[src/rtl/ysyx_25040111_icache_axi.sv]
// I-cache refill master: one AXI4 INCR read burst per missed line.
// Each accepted beat comes back to the cache as a registered one-cycle strobe.
module ysyx_25040111_icache_axi #(
    parameter int         LINE_WORDS = 1,
    parameter logic [3:0] AXI_ID     = 4'd0
) (
    input  logic        clock,
    input  logic        reset,
    input  logic [31:0] addr,
    input  logic        rstart,
    output logic        rok,
    output logic [31:0] rdata,
    output logic        rlast,
    output logic        rerr,
    output logic        busy,
    output logic        io_arvalid,
    input  logic        io_arready,
    output logic [31:0] io_araddr,
    output logic [3:0]  io_arid,
    output logic [7:0]  io_arlen,
    output logic [2:0]  io_arsize,
    output logic [1:0]  io_arburst,
    input  logic        io_rvalid,
    output logic        io_rready,
    input  logic [31:0] io_rdata,
    input  logic [1:0]  io_rresp,
    input  logic        io_rlast,
    input  logic [3:0]  io_rid
);

    localparam int            CW   = $clog2(LINE_WORDS) + 1;
    localparam logic [CW-1:0] LAST = CW'(LINE_WORDS - 1);
    localparam logic [31:0]   MASK = ~(32'(LINE_WORDS * 4) - 32'd1);

    typedef enum logic [1:0] {
        IDLE,
        AR,
        R
    } state_t;

    state_t        state;
    state_t        state_n;
    logic [CW-1:0] cnt;
    logic          err;
    logic          beat;
    logic          at_last;
    logic          done;
    logic          bad;

    assign beat    = (state == R) && io_rvalid;
    assign at_last = (cnt == LAST);
    // A burst ends on the slave's rlast or our own count, whichever is first.
    assign done    = beat && (io_rlast || at_last);
    assign bad     = (io_rresp != 2'b00) || (io_rid != AXI_ID) ||
                     (io_rlast != at_last);

    assign io_arvalid = (state == AR);
    assign io_rready  = (state == R);
    assign busy       = (state != IDLE);
    assign io_arid    = AXI_ID;
    assign io_arlen   = 8'(LINE_WORDS - 1);
    assign io_arsize  = 3'b010;
    assign io_arburst = 2'b01;

    always_ff @(posedge clock or posedge reset) begin
        if (reset) begin
            state <= IDLE;
        end else begin
            state <= state_n;
        end
    end

    always_comb begin
        state_n = state;
        unique case (state)
            IDLE:    if (rstart) state_n = AR;
            AR:      if (io_arready) state_n = R;
            R:       if (done) state_n = IDLE;
            default: state_n = IDLE;
        endcase
    end

    always_ff @(posedge clock or posedge reset) begin
        if (reset) begin
            io_araddr <= 32'd0;
            cnt       <= '0;
            err       <= 1'b0;
            rok       <= 1'b0;
            rdata     <= 32'd0;
            rlast     <= 1'b0;
            rerr      <= 1'b0;
        end else begin
            rok   <= beat;
            rlast <= done;
            rerr  <= done && (err || bad);
            if (state == IDLE && rstart) begin
                io_araddr <= addr & MASK;
                cnt       <= '0;
                err       <= 1'b0;
            end
            if (beat) begin
                rdata <= io_rdata;
                cnt   <= cnt + CW'(1);
                err   <= err || bad;
            end
        end
    end

endmodule

[config.mk]
export PLATFORM = sky130hd
export DESIGN_NAME = ysyx_25040111_icache_axi
export DESIGN_NICKNAME = d
export VERILOG_FILES = /design/src/rtl/ysyx_25040111_icache_axi.sv
export SDC_FILE = /design/constraint.sdc
export NUM_CORES = 1
export LEC_CHECK = 0
export ABC_AREA = 1
export BUFFER_PORTS_ARGS = -buffer_cell sky130_fd_sc_hd__buf_4
export CAP_MARGIN = 20
export CORE_MARGIN = 10
export CORE_UTILIZATION = 40
export DETAILED_ROUTE_END_ITERATION = 7
export PLACE_DENSITY_LB_ADDON = 0.08
export SYNTH_ARGS = -nofsm -noshare
export SYNTH_HDL_FRONTEND = slang
export SYNTH_SLANG_ARGS = --single-unit
[constraint.sdc]
create_clock -name clock -period 4.65 [get_ports clock]
set_clock_uncertainty 0.2 [all_clocks]
set_input_delay 1.1625 -clock clock [delete_from_list [all_inputs] [get_ports clock]]
set_output_delay 1.1625 -clock clock [all_outputs]
set_load 0.01 [all_outputs]
==> metrics <==
outcome complete, no violations; initial core utilization 0.416; Ys Warns 0; CTS Buffer Depth 2; Lkg Pwr 2.37 nW; register bit count reported by yosys 69; Pwr per Cell Area 652 nW/um^2; post-route antenna net violation count 0; Vias/cell 4.40; Seq/Total Area, Yosys 0.604; # IOs 163; hold_buf cts 0; Least-Margin Pin Slew 625 ps; Post-synth EDFFs 0; core area 6870 um^2; Worst Path Arrival approximately 1100 ps; critical path class reg2out; worst skew pair latency about 340 ps; DRT Pass-1 Iters 4; area leader, netlist dfrtp_1; Most used DFF post-synth dfrtp_1; total vias in the final route 2454; die footprint roughly 11000 um^2; placed insts 542; global-route wire length before repair roughly 13000 um; Filler Cell Count 637; cts bufs inserted 9; layout cell share with drive strength beyond 1 0.357; die span in y 105 um; chip width around 100 um; Mapped Area 2860 um^2; layout net count between 500 and 600; Cell Area, Placed 3880 um^2; Site Rows 30; RSZ-0062 raised after global routing false; dpl ws between 1500 and 2000 ps; ANT cells 0; Syn Area/Cell 8.91 um^2; Final Hold Fails 0; Root Driver clkbuf_8; Slew Viols, Final 0; largest net degree at the start of global routing 43; setup TNS 0 ps; Final min period 2460 ps; worst endpoint required time 3290 ps; post-DR wirelength/cell 14.6 um; CTS H-tree depth 3; Setup-failing EPs final 0; routed wire length approximately 8100 um; CP max FO 3; Post-CTS Resized 0; post-detail-place hpwl 6070 um; PnR Total Power 2.69 mW; Yosys top cell area share 0.604; Critical Path End Type output pin; Design Area, Final 4130 um^2; CTS Sinks ~70; worst setup margin 2190 ps; Non-Filler Instances 558; postcts setup bufs 0; FMAX 406 MHz; GP Congestion 0.708; worst hold margin 274 ps; final core occ 0.601; Reg clk slew, reported paths 70 ps; initial drt markers 80; Rel. slew slack 0.582; number of global-route vias before repair 2562; CTS tree done; Cell variety after synth 17; Peak supply drop 0.276 mV; Synth async-reset ratio 1.00; Buffers on Ports 141; Worst setup SP type flop; GR Util All Layers 0.147; period utilisation layout 0.529; most instantiated library cell after synthesis nand2_1; max cap viols 0; top post-synthesis cells by area dfrtp_1 60%, nand2_1 21%, nand3_1 5.6%, buf_4 5.5%, buf_2 1.7%; initial antenna violation count 0; worst hold path type reg2reg; Layout area overhead 44.3%; remaining global-route overflow 0; Remaining DRCs 0; Syn Inst Count 321; top cells by count, synth 162 x nand2_1, 69 x dfrtp_1, 32 x nand3_1, 21 x buf_4, 10 x buf_2
-- layout make-up --
class | count | area (um^2) | share of cell area
clock buffers | 9 | 124 | 0.0300
clock inverters | 7 | 123 | 0.0297
inverters | 6 | 22.5 | 0.00546
multi-input cells | 228 | 937 | 0.227
flip-flops and latches | 69 | 1730 | 0.418
well taps | 96 | 120 | 0.0291
repair buffers | 143 | 1070 | 0.260
-- report_power, final --
group	switching, mW	internal, mW
Combinational	0.575	0.511
Sequential	0.145	0.868
Clock	0.233	0.359
Total	0.953	1.74
-- routing by layer --
layer | up-vias | global-route usage | routed length, um | share of wire
met2 | 97 | 0.231 | 3920 | 0.48
met3 | 10 | 0.0657 | 737 | 0.091
met1 | 1128 | 0.169 | 3360 | 0.41
li1 | 1219 | - | - | -
met4 | 0 | 0.0646 | 125 | 0.015
met5 | - | 0 | 0 | 0
-- flip-flops by register name (all words and copies together), names as in the netlist --
register,count
rok,1
cnt,1
io_araddr,30
err,1
rdata,32
state,2
rerr,1
rlast,1
-- path summary, 6_finish.rpt --
path / from / endpoint / slack [ps] / cells after the start
min in group asynchronous: reset / io_araddr[28] / 680 / 2
min: io_araddr[5] / io_araddr[5] / 270 / 2
min reg2reg: io_araddr[5] / io_araddr[5] / 270 / 2
max in group asynchronous: reset / err / 2610 / 3
max: state[1] / io_arvalid / 2190 / 4
max reg2reg: state[0] / err / 2650 / 4
-- cells by family (layout without fill, tap and decap cells) --
logic type	after synthesis	count (layout)	share of synthesized area
AND/OR/NAND/NOR	203	203	0.289
flip-flops	69	69	0.604
buffers and inverters	41	165	0.0910
AO/OA/AOI/OAI	5	5	0.00963
other	2	19	0.00263
adder cells (fa/ha/maj)	1	1	0.00437
-- critical path, stage by stage, from the launching register on --
cell	delay (ps)
dfrtp_1	430
inv_1	90
nand2_1	60
inv_1	70
buf_4	120
-- placed cells by master (no fill, tap or decap), drive strengths merged --
cell / count
nand3: 32
buf: 143
inv: 7
clkbuf: 9
nor2: 7
o21ai: 4
nand3b: 1
ha: 1
conb: 19
o21a: 1
nand2: 163
bufinv: 3
clkinvlp: 2
dfrtp: 69
clkinv: 1
No activity file was read; power rests on OpenSTA's default activity.
